$ cat config.mk
export PLATFORM = sky130hd
export DESIGN_NAME = uart_tx_arbiter
export DESIGN_NICKNAME = d
export VERILOG_FILES = /design/src/rtl/uart_tx_arbiter.sv
export SDC_FILE = /design/constraint.sdc
export NUM_CORES = 1
export LEC_CHECK = 0
export CAP_MARGIN = 15
export CORE_MARGIN = 8
export CORE_UTILIZATION = 44
export DETAILED_ROUTE_END_ITERATION = 8
export PLACE_DENSITY = 0.85
export RECOVER_POWER = 100
export SLEW_MARGIN = 40
export SYNTH_ARGS = -nofsm -noshare
export SYNTH_HDL_FRONTEND = slang
export SYNTH_SLANG_ARGS = --single-unit
$ cat constraint.sdc
create_clock -name comm_clk -period 4.4 [get_ports comm_clk]
set_clock_uncertainty 0.15 [all_clocks]
set_input_delay 1.32 -clock comm_clk [delete_from_list [all_inputs] [get_ports comm_clk]]
set_output_delay 1.32 -clock comm_clk [all_outputs]
set_load 0.05 [all_outputs]
$ cat src/rtl/uart_tx_arbiter.sv
// uart_tx_arbiter
//   Round-robin packet arbiter sharing the UART transmit FIFO write port
//   among NUM_SRC message producers (source 0 is conventionally PONG).
//   A source is granted for a whole packet. Its bytes are popped and
//   written back-to-back, so packets from different producers never
//   interleave on the serial line.
//
// Ports
//   comm_clk   clock (16x baud domain)
//   reset_n    asynchronous active-low reset
//   src_req    per-source packet request (level, held until src_done)
//   src_len    per-source packet length, slice i = [8i+7:8i], sampled at grant
//   src_data   per-source current byte, valid while that source is granted
//   src_pop    combinational one-hot: granted source advances at next edge
//   src_grant  registered one-hot of the current owner, 0 when idle
//   src_done   registered one-cycle pulse after a source's last byte
//   tx_full    FIFO almost-full (at least one free entry remains)
//   tx_we      registered FIFO write strobe
//   tx_data    registered FIFO write byte
module uart_tx_arbiter #(
  parameter int NUM_SRC = 3
) (
  input  logic                 comm_clk,
  input  logic                 reset_n,
  input  logic [NUM_SRC-1:0]   src_req,
  input  logic [8*NUM_SRC-1:0] src_len,
  input  logic [8*NUM_SRC-1:0] src_data,
  output logic [NUM_SRC-1:0]   src_pop,
  output logic [NUM_SRC-1:0]   src_grant,
  output logic [NUM_SRC-1:0]   src_done,
  input  logic                 tx_full,
  output logic                 tx_we,
  output logic [7:0]           tx_data
);

  localparam int IDX_W = (NUM_SRC > 1) ? $clog2(NUM_SRC) : 1;

  typedef enum logic {
    IDLE = 1'b0,
    SEND = 1'b1
  } state_t;

  state_t               state;
  state_t               state_nxt;

  logic [IDX_W-1:0]     rr_ptr;
  logic [IDX_W-1:0]     cur_idx;
  logic [7:0]           cnt;

  logic [NUM_SRC-1:0]   req_eff;
  logic [2*NUM_SRC-1:0] req_dbl;
  logic [NUM_SRC-1:0]   req_rot;
  logic [IDX_W-1:0]     rot_off;
  logic [IDX_W:0]       idx_sum;
  logic                 win;
  logic [IDX_W-1:0]     win_idx;
  logic [IDX_W-1:0]     ptr_after_win;
  logic [NUM_SRC-1:0]   win_onehot;
  logic [7:0]           win_len;
  logic [7:0]           cur_byte;
  logic                 write_ok;
  logic                 last_write;

  // Round-robin search. A source whose done pulse is on this cycle still
  // holds its request (it drops it only after seeing done), so it is masked
  // here; otherwise it would be re-granted a phantom packet.
  always_comb begin
    req_eff = src_req & ~src_done;
    req_dbl = {req_eff, req_eff} >> rr_ptr;
    req_rot = req_dbl[NUM_SRC-1:0];
    win     = 1'b0;
    rot_off = '0;
    for (int k = NUM_SRC - 1; k >= 0; k--) begin
      if (req_rot[k]) begin
        win     = 1'b1;
        rot_off = IDX_W'(k);
      end
    end
    idx_sum = {1'b0, rr_ptr} + {1'b0, rot_off};
    if (idx_sum >= (IDX_W+1)'(NUM_SRC)) begin
      idx_sum = idx_sum - (IDX_W+1)'(NUM_SRC);
    end
    win_idx       = idx_sum[IDX_W-1:0];
    ptr_after_win = (win_idx == IDX_W'(NUM_SRC - 1)) ? '0 : win_idx + 1'b1;
  end

  assign win_onehot = {{(NUM_SRC-1){1'b0}}, 1'b1} << win_idx;

  always_comb begin
    win_len = '0;
    for (int k = 0; k < NUM_SRC; k++) begin
      if (win_idx == IDX_W'(k)) win_len = src_len[8*k +: 8];
    end
  end

  always_comb begin
    cur_byte = '0;
    for (int k = 0; k < NUM_SRC; k++) begin
      if (cur_idx == IDX_W'(k)) cur_byte = src_data[8*k +: 8];
    end
  end

  // tx_full is looked at in the same cycle as the pop; the registered write
  // lands one cycle later and is absorbed by the almost-full margin.
  assign write_ok   = (state == SEND) && !tx_full;
  assign last_write = write_ok && (cnt == 8'd1);

  // State register
  always_ff @(posedge comm_clk or negedge reset_n) begin
    if (!reset_n) state <= IDLE;
    else          state <= state_nxt;
  end

  // Next-state logic; a zero-length packet never leaves IDLE
  always_comb begin
    state_nxt = state;
    case (state)
      IDLE:    if (win && (win_len != 8'd0)) state_nxt = SEND;
      SEND:    if (last_write)               state_nxt = IDLE;
      default: state_nxt = IDLE;
    endcase
  end

  // Output logic: only the owner is popped, and only when the FIFO has room
  always_comb begin
    src_pop = '0;
    if (write_ok) src_pop = src_grant;
  end

  // Registered grant / count / write path
  always_ff @(posedge comm_clk or negedge reset_n) begin
    if (!reset_n) begin
      rr_ptr    <= '0;
      cur_idx   <= '0;
      cnt       <= '0;
      src_grant <= '0;
      src_done  <= '0;
      tx_we     <= 1'b0;
      tx_data   <= '0;
    end else begin
      tx_we    <= 1'b0;
      src_done <= '0;
      case (state)
        IDLE: begin
          if (win) begin
            rr_ptr  <= ptr_after_win;
            cnt     <= win_len;
            cur_idx <= win_idx;
            if (win_len != 8'd0) src_grant <= win_onehot;
            else                 src_done  <= win_onehot;
          end
        end
        SEND: begin
          if (write_ok) begin
            tx_we   <= 1'b1;
            tx_data <= cur_byte;
            cnt     <= cnt - 8'd1;
            if (cnt == 8'd1) begin
              src_grant <= '0;
              src_done  <= src_grant;
            end
          end
        end
        default: ;
      endcase
    end
  end

endmodule
==> results of run 1 <==
## logic make-up (layout without fill, tap and decap cells)
logic type | Yosys count | after routing | share of synthesized area, %
multiplexers | 10 | 10 | 5.43
buffers and inverters | 17 | 133 | 3.40
adder cells (fa/ha/maj) | 5 | 5 | 3.67
XOR/XNOR | 7 | 7 | 3.21
AND/OR/NAND/NOR | 82 | 82 | 23.6
flip-flops | 28 | 28 | 36.6
AO/OA/AOI/OAI | 67 | 68 | 24.0
## area by class of cell
type | count | area share, %
sequential | 28 | 21.8
multi-input combinational | 172 | 39.5
inverter | 9 | 1.05
timing repair buffer | 120 | 33.4
clock buffer | 3 | 1.29
tap | 52 | 2.03
clock inverter | 1 | 0.936
## registers in the layout (all words and copies together), names as in the netlist
| register | count |
|---|---|
| tx_data | 8 |
| rr_ptr | 2 |
| state | 1 |
| cur_idx | 2 |
| cnt | 8 |
| src_done | 3 |
| src_grant | 3 |
| tx_we | 1 |
## report_power, final
part           total (uW)  internal (uW)  switching (uW)
Combinational        1790            883             904
Clock                 207            122            84.7
Sequential            476            350             126
Total                2470           1360            1110
## final timing paths
check,from,depth (start not counted),endpoint,slack (ns)
min,tx_data[1]$_DFFE_PN0P_,2,tx_data[1]$_DFFE_PN0P_,0.34
max,src_req[0],15,src_grant[0]$_DFFE_PN0P_,-0.18
max reg2reg,rr_ptr[0]$_DFFE_PN0P_,14,src_grant[0]$_DFFE_PN0P_,0.44
max in group asynchronous,reset_n,2,cnt[1]$_DFFE_PN0P_,1.43
min reg2reg,tx_data[1]$_DFFE_PN0P_,2,tx_data[1]$_DFFE_PN0P_,0.34
min in group asynchronous,reset_n,2,tx_data[0]$_DFFE_PN0P_,1.77
## routing by layer
layer	track usage (%)	vias to the layer above	wire length (um)
li1	-	1025	-
met1	21.5	1046	2510
met2	38.8	68	3750
met3	2.52	26	263
met4	8.25	0	252
met5	0	-	0
## metrics by stage
stage | total power, uW | TNS, ns | setup slack [ns]
5_1_grt | 2630 | -1.75 | -0.273
3_3_place_gp | 1940 | -7.48 | -0.681
6_report | 2470 | -0.814 | -0.176
3_5_place_dp | 1990 | -10.74 | -0.895
2_1_floorplan | 1420 | -0.282 | -0.125
4_1_cts | 2440 | -0.565 | -0.155
## synth_stat cells (all sizes together)
cell	instances
o31ai	3
nor3	4
a31oi	2
nand3b	1
nand3	2
and3	1
nor2b	7
a222oi	7
nand4b	1
o2111ai	1
nand4	1
clkbuf	6
a221oi	1
a22o	1
o22ai	1
o21ai	21
xnor2	5
or4	1
inv	9
nand2	19
and4	1
ha	4
mux2i	10
o211a	1
or2b	1
nor2	26
dfrtp	28
a311o	2
a41oi	1
o21a	1
and2	4
a32o	1
buf	2
xor2	2
or3	2
a21oi	21
nor4	3
a22oi	1
a21o	1
nor3b	1
nand2b	7
o2111a	1
fa	1
## worst min-delay path, stage by stage (launching register included)
cell and delay, ns:
dfrtp_1 0.35, nand2_1 0.04, o21ai_0 0.06
## timing repair
action | 4_1_cts | 5_1_grt
pin swaps | 22 | 17
cloned | 1 | 0
buffers inserted | 25 | 4
setup endpoints to repair | 15 | 16
hold buffers | 0 | 0
gates resized for setup | 23 | 7
==> impl_results.md, run 1 <==
* CP Class: in2reg
* Finished Layout Cells at 385
* Register area share after synthesis at 36.6%
* #FFs+latches synth at 28
* Netlist cell types at 53
* RSZ-0062 raised after global routing: yes
* Via count at roughly 2200
* Cell repeated most along the worst path: buf_6
* Area grow syn2layout at 67.7%
* Clock slew at reported path FFs at approximately 0.10 ns
* DRC Markers at 0
* Ant diodes at 0
* Worst path required time at 4.43 ns
* Pwr Density at 770 mW/mm^2
* Clk_lat worst skew at 0.28 ns
* Synth Warn # at 0
* Num CTS Buffers at 3
* Final Hold Vio Count at 0
* Core area at 0.00426 mm^2
* Endpoints failing setup at 7
* Min Hold Slack at 0.336 ns
* Dpl cell area at approximately 0.0029 mm^2
* Placed cell count at around 350
* Tot GR Track Use at 20.2%
* Fraction of layout cells with a size suffix above 1 at approximately a quarter
* Cells after Synth at roughly 220
* PnR worst setup slack at -0.176 ns
* Clock Root Buffer: clkbuf_8
* Status: finished with violations
* Failing checks: capacitance limit, slew limit, setup timing
* Max Buffers Root-to-Sink at 2
* Maximum vdd drop at 0.000511 V
* Vias in the first global route at 2243
* HPWL Detailed at ~4800 um
* GRT overflow at 0
* Top-area cell type share of the netlist area at between 30 and 40%
* Leakage power at 0.00146 uW
* Design Area, Final at 0.00321 mm^2
* Crit start category: primary input
* First-pass DRT Iterations at 5
* Die area at around 0.0067 mm^2
* Top delay family on crit path: simple AND/OR/NAND/NOR gates
* Antenna violations before repair at 0
* Syn nets at approximately 280
* Filler Cell Count at slightly above 300
* HP Class: reg2reg
* Largest net degree at the start of global routing at 29
* Die W at 81.9 um
* Critical Path Slowest Stage Cell: fa_2
* Commonest non-fill, non-tap cell in the layout: clkdlybuf4s50_1
* Rel. slew slack at -2.01%
* Initial DRC Count at 219
* Critical path cell sequence: buf_6 -> nor2b_4 -> buf_6 -> or3_1 -> o31ai_1 -> a22oi_1 -> fa_2 -> inv_2 -> ha_4 -> nand3b_4 -> mux2i_4 -> a222oi_1 -> and4_4 -> a21oi_2 -> a311o_1
* Synthesized area per cell at 8.85 um^2
* Post-route ant nets at 0
* Multi-input gate area at 0.00127 mm^2
* Synth top area cells: dfrtp_1, a21oi_1, o21ai_0, nor2_1, mux2i_1
* Maxcap violations at 1
* Clock period minus worst slack at 4.58 ns
* IO Port Bufs at 71
* Clock Sinks at 28
* Fin util at between 70% and 80%
* Max-slew violation count at 29
* Wire per inst at 17.6 um
* CTS tree: yes
* CP endpoint kind: register
* First-pass GRT wire length at 10600 um
* DR vias/cell at 5.62
* Slew @ Worst Pin at between 1.5 and 2 ns
* Largest area contributor in the netlist: dfrtp_1
* Final period utilization at 104%
* H-tree levels at 1
* CP Buf/Inv Count at 3
* Die Height at 81.9 um
* Final nets at 393
* Register area at 701 um^2
* Total routed wirelength at 6780 um
* Initial core utilization at 44.8%
* CP max FO at 8
* Max Fclk at 219 MHz
* Crit path DAT at 4.60 ns
* Routability congestion estimate at a little under 0.9
* Synth Cell Area at roughly 0.0019 mm^2
* Num ports at a little over 70
* Num rows at 24
* Slowest stage delay, CP at 0.58 ns
* Most frequent cells in the layout: clkdlybuf4s50_1, buf_4, dfrtp_1
Power figures use the tool's default switching activity.
==> inputs of run 2 (changes only) <==
--- a/config.mk
+++ b/config.mk
@@ -6,8 +6,10 @@
 export NUM_CORES = 1
 export LEC_CHECK = 0
 export CAP_MARGIN = 15
+export CORE_ASPECT_RATIO = 2
 export CORE_MARGIN = 8
 export CORE_UTILIZATION = 44
+export CTS_CLUSTER_SIZE = 40
 export DETAILED_ROUTE_END_ITERATION = 8
 export PLACE_DENSITY = 0.85
 export RECOVER_POWER = 100
==> run 2 against run 1 <==
Critical path type unchanged. Wire length decreased by 0.19%. Worst setup slack lost 0.11 ns. Largest cell class unchanged. Critical endpoint unchanged. Die area grew 1.9%. The flow finishes with violations (setup timing). Critical path depth grew 2. Sequential cell count unchanged. Cell count is 1.6% lower. Clock power down 36%.
==> impl_results.md, run 2 (synthesis results as in run 1) <==
* Rel. slew slack at 1.14%
* Dpl cell area at roughly 0.0028 mm^2
* Initial core utilization at 44.9%
* Final nets at around 390
* Total routed wirelength at 6770 um
* Pwr Density at roughly 740 mW/mm^2
* Num ports at 72
* Status: finished with violations
* Finished Layout Cells at about 380
* Hold endpoint: tx_data[6]$_DFFE_PN0P_
* DRC Markers at 0
* Tot GR Track Use at 19.5%
* Total power at between 2000 and 2500 uW
* Commonest non-fill, non-tap cell in the layout: clkdlybuf4s50_1
* Die Height at roughly 110 um
* Clk_lat worst skew at 0.26 ns
* Clock period minus worst slack at 4.68 ns
* Register area at approximately 700 um^2
* Levels on crit path at 17
* Reg2reg setup slack at 0.39 ns
* IO Port Bufs at roughly 70
* Leakage power at approximately 0.0014 uW
* Clock Sinks at 28
* Ant diodes at 0
* Hold path cells at 2
* Routability congestion estimate at 0.842
* Largest net degree at the start of global routing at 29
* Crit start category: primary input
* Die W at around 63 um
* Slowest stage delay, CP at roughly 0.61 ns
* CP max FO at 8
* Clock slew at reported path FFs at 0.09 ns
* Critical path cell sequence: buf_6 -> nor2b_4 -> buf_6 -> or3_4 -> o31ai_4 -> a22oi_2 -> fa_2 -> inv_2 -> ha_4 -> nand3b_4 -> o211a_4 -> buf_4 -> a222oi_1 -> buf_4 -> o2111a_2 -> a21oi_1 -> a311o_1
* Filler Cell Count at 342
* CP Buf/Inv Count at 5
* Area grow syn2layout at 62.9%
* H-tree levels at 1
* CP endpoint kind: register
* Min-delay src: tx_data[6]$_DFFE_PN0P_
* HPWL Detailed at 4940 um
* CP Class: in2reg
* GRT overflow at 0
* Vias in the first global route at 2354
* First-pass DRT Iterations at 5
* HP Class: reg2reg
* PnR worst setup slack at -0.282 ns
* Reg-to-reg startpoint: src_done[2]$_DFF_PN0_
* RSZ-0062 raised after global routing: yes
* Final period utilization at 106%
* Final Hold Vio Count at 0
* Num CTS Buffers at 3
* Post-route ant nets at 0
* DR vias/cell at 5.75
* First-pass GRT wire length at 11100 um
* Multi-input gate area at roughly 0.0013 mm^2
* Die area at between 0.006 and 0.007 mm^2
* Hold buffer count at cts at 0
* Max Fclk at 214 MHz
* Failing checks: setup timing
* Reg2reg path depth at 22
* Initial DRC Count at 122
* Antenna violations before repair at 0
* Max-slew violation count at 0
* Maximum vdd drop at ~0.0008 V
* Slew @ Worst Pin at 1.48 ns
* Clock Root Buffer: clkbuf_8
* Critical Path Slowest Stage Cell: fa_2
* Endpoints failing setup at 10
* Top delay family on crit path: compound AO/OA/AOI/OAI gates
* Crit path DAT at about 4.7 ns
* Design Area, Final at 0.00311 mm^2
* Fraction of layout cells with a size suffix above 1 at 24.3%
* Num rows at 34
* Max Buffers Root-to-Sink at 2
* Fin util at approximately 73%
* Wire per inst at 17.9 um
* Worst r2r dst: src_grant[0]$_DFFE_PN0P_
* Top Registers: cnt (8), tx_data (8)
* CTS tree: yes
* Core area at around 0.0043 mm^2
* Maxcap violations at 0
* Worst path required time at 4.40 ns
* Most frequent cells in the layout: clkdlybuf4s50_1, buf_4, dfrtp_1
* Via count at 2179
* Placed cell count at 353
run 2: cell types whose count changed in the layout (fill, tap and decap cells not counted), sizes merged:
cell          delta
buf              -5
bufinv           -1
dlymetal6s2s     -1
o211a            -1
run 2: where the power goes:
part | switching (uW) | internal (uW)
sequential | 122 | 350
combinational | 899 | 803
clock | 70.3 | 61.2
run 2: final cells by class:
| cell class | count | area share (%) |
|---|---|---|
| Timing Repair Buffer | 114 | 32.7 |
| Multi-Input combinational cell | 171 | 40.2 |
| Sequential cell | 28 | 22.5 |
| Inverter | 9 | 1.08 |
| Tap cell | 54 | 2.17 |
| Clock buffer | 3 | 1.33 |
run 2: what timing repair did:
| action | 4_1_cts | 5_1_grt |
|---|---|---|
| setup buffers | 20 | 5 |
| endpoints found under the hold margin | 0 | 0 |
| gates resized for setup | 16 | 12 |
| cloned | 0 | 0 |
| pin swaps | 18 | 14 |
| setup endpoints to repair | 15 | 17 |
run 2: metal layers:
metal | GRT usage (%) | vias up | routed length (um)
li1 | - | 1010 | -
met1 | 19.6 | 1025 | 2450
met2 | 36.8 | 110 | 3600
met3 | 3.91 | 34 | 350
met4 | 10.2 | 0 | 366
met5 | 0 | - | 0
run 2: worst max-delay path by stage:
stage | start | slack (ns) | endpoint
after global placement | src_req[0] | -0.65 | src_grant[0]$_DFFE_PN0P_
after floorplan | src_req[0] | -0.13 | src_grant[0]$_DFFE_PN0P_
after global routing | src_req[0] | -0.34 | src_grant[0]$_DFFE_PN0P_
after CTS | src_req[0] | -0.16 | src_done[0]$_DFF_PN0_
final | src_req[0] | -0.28 | src_grant[0]$_DFFE_PN0P_
after detailed placement | src_req[0] | -0.83 | src_grant[0]$_DFFE_PN0P_
run 2: tightest hold or removal path: stages, from the launching register on:
cell	delay, ns
dfrtp_1	0.34
nand2_1	0.05
o21ai_0	0.06
run 2: per-stage QoR:
stage,hold slack (ns),setup slack [ns],setup TNS [ns]
detailed placement,0.321,-0.830,-9.79
CTS,0.341,-0.163,-0.816
global route,0.345,-0.345,-2.83
finish,0.330,-0.282,-1.71
floorplan,0.384,-0.125,-0.282
global placement,0.314,-0.652,-7.18
==> inputs of run 3 (changes only) <==
--- a/config.mk
+++ b/config.mk
@@ -12,7 +12,7 @@
 export CTS_CLUSTER_SIZE = 40
 export DETAILED_ROUTE_END_ITERATION = 8
 export PLACE_DENSITY = 0.85
-export RECOVER_POWER = 100
+export RECOVER_POWER = 50
 export SLEW_MARGIN = 40
 export SYNTH_ARGS = -nofsm -noshare
 export SYNTH_HDL_FRONTEND = slang
==> run 3 against run 2 <==
The run still ends with setup timing left. Cell count unchanged. Utilization grew 0.59 points. Hold slack improved by 0.0077 ns. Combinational power about the same. Via count fell by 0.28%. Largest cell class unchanged. Critical path depth is 1 lower. Critical path type unchanged. Non-clock buffer count is the same. Wire length up 0.13%. Maximum frequency down 0.51%.
==> impl_results.md, run 3 (synthesis results as in run 1) <==
* Die W at approximately 63 um
* Core area at 0.00425 mm^2
* Post-route ant nets at 0
* Die Height at 109 um
* RSZ-0062 raised after global routing: yes
* Max Fclk at 212 MHz
* Min-delay src: tx_data[6]$_DFFE_PN0P_
* Num CTS Buffers at 3
* Initial DRC Count at 130
* Die area at 0.00684 mm^2
* Sequential share of power at slightly above 20%
* First-pass DRT Iterations at 6
* Tot GR Track Use at 19.5%
* Psw at ~1100 uW
* Routability congestion estimate at 0.842
* Most frequent cells in the layout: clkdlybuf4s50_1, buf_4, dfrtp_1
* Clock period minus worst slack at 4.71 ns
* Start point of the critical path: src_req[0]
* Ant diodes at 0
* Status: finished with violations
* Total routed wirelength at 6780 um
* HPWL Detailed at a little under 5000 um
* H-tree levels at 1
* GRT overflow at 0
* Fin util at between 70% and 80%
* Crit start category: primary input
* Clock Root Buffer: clkbuf_8
* Int Pwr at 1240 uW
* Clock share of power at 5.7%
* CP max FO at 8
* Commonest non-fill, non-tap cell in the layout: clkdlybuf4s50_1
* CTS tree: yes
* Wire per inst at 17.9 um
* Reg-to-reg startpoint: src_done[2]$_DFF_PN0_
* IO Port Bufs at 71
* Clk_lat worst skew at 0.26 ns
* Largest net degree at the start of global routing at 29
* DRC Markers at 0
* CP endpoint kind: register
* Leakage power at between 0.001 and 0.0015 uW
* First-pass GRT wire length at between 10000 and 15000 um
* Antenna violations before repair at 0
* CP Class: in2reg
* Num ports at 72
* Switching share of power at 47.0%
* Comb pwr share at 74.1%
* Worst path required time at 4.46 ns
* Top Registers: cnt (8), tx_data (8)
* Via count at 2173
* Area grow syn2layout at 64.2%
* Crit path DAT at around 4.8 ns
* Rel. slew slack at 1.60%
* Fraction of layout cells with a size suffix above 1 at 24.9%
* HP Class: reg2reg
* Total power at between 2000 and 2500 uW
* Clock Sinks at 28
* Failing checks: setup timing
* Maximum vdd drop at 0.000778 V
* Filler Cell Count at 338
* Final Hold Vio Count at 0
* Maxcap violations at 0
* Num rows at 34
* Max-slew violation count at 0
* DR vias/cell at 5.73
* Final nets at 386
* Endpoints failing setup at 10
* Pwr Density at 746 mW/mm^2
* Slew @ Worst Pin at about 1.5 ns
* Max Buffers Root-to-Sink at 2
* Vias in the first global route at 2354
* Final period utilization at 107%
* PnR worst setup slack at -0.306 ns
* Initial core utilization at 44.9%
* Clock slew at reported path FFs at about 0.090 ns
run 3: cell types whose count changed in the layout (fill, tap and decap cells not counted), sizes merged:
cell,change
clkdlybuf4s50,+15
dlygate4sd3,-15
buf,+4
clkbuf,-4
run 3: worst max-delay path, stage by stage:
cell and delay, ns:
buf_6 0.09, nor2b_4 0.13, buf_6 0.11, or3_4 0.37
o31ai_4 0.07, a22oi_2 0.12, fa_2 0.61, inv_2 0.05
ha_4 0.17, nand3b_4 0.20, o211a_4 0.20, a222oi_1 0.51
buf_4 0.21, nand4_1 0.17, nor2_2 0.26, a311o_1 0.19
run 3: timing repair:
action	4_1_cts	5_1_grt
buffers inserted	20	5
hold buffers	0	0
setup endpoints to repair	15	17
gates resized for setup	16	12
pin swaps	18	14
run 3: per-stage QoR:
stage | hold WS, ns | area [um^2] | instances | TNS [ns] | worst slack [ns]
CTS | 0.341 | 3070 | 376 | -0.816 | -0.163
global placement | 0.314 | 2840 | 353 | -7.18 | -0.652
floorplan | 0.384 | 1940 | 216 | -0.282 | -0.125
finish | 0.338 | 3140 | 379 | -1.94 | -0.306
detailed placement | 0.321 | 2840 | 353 | -9.79 | -0.830
global route | 0.350 | 3140 | 379 | -2.83 | -0.345
run 3: layout make-up:
class | instances | area (um^2) | area share [%]
multi-input combinational | 171 | 1250 | 39.9
timing repair buffer | 114 | 1040 | 33.3
sequential | 28 | 701 | 22.3
tap | 54 | 67.6 | 2.15
clock buffer | 3 | 41.3 | 1.32
inverter | 9 | 33.8 | 1.08
run 3: power by group through the flow:
| stage | clock (uW) | sequential (uW) | combinational (uW) |
|---|---|---|---|
| after CTS | 136 | 473 | 1600 |
| after global routing | 143 | 492 | 1850 |
| after detailed placement | 0 | 479 | 1480 |
| after global placement | 0 | 470 | 1420 |
| final | 132 | 475 | 1730 |
| after floorplan | 0 | 580 | 843 |
run 3: final timing paths:
| kind | end | slack (ns) | cells after the start |
|---|---|---|---|
| max | src_grant[0]$_DFFE_PN0P_ | -0.31 | 16 |
| min | tx_data[6]$_DFFE_PN0P_ | 0.34 | 2 |
| max reg2reg | src_grant[0]$_DFFE_PN0P_ | 0.38 | 22 |
| min reg2reg | tx_data[6]$_DFFE_PN0P_ | 0.34 | 2 |
| max in group asynchronous | tx_data[0]$_DFFE_PN0P_ | 1.46 | 2 |
| min in group asynchronous | src_done[2]$_DFF_PN0_ | 1.78 | 2 |
run 3: per-layer routing:
layer  track usage (%)  vias up  wire length, um
li1                  -     1008                -
met1              19.6     1018             2430
met2              36.8      112             3610
met3              3.91       35              364
met4              10.2        0              371
met5                 0        -                0
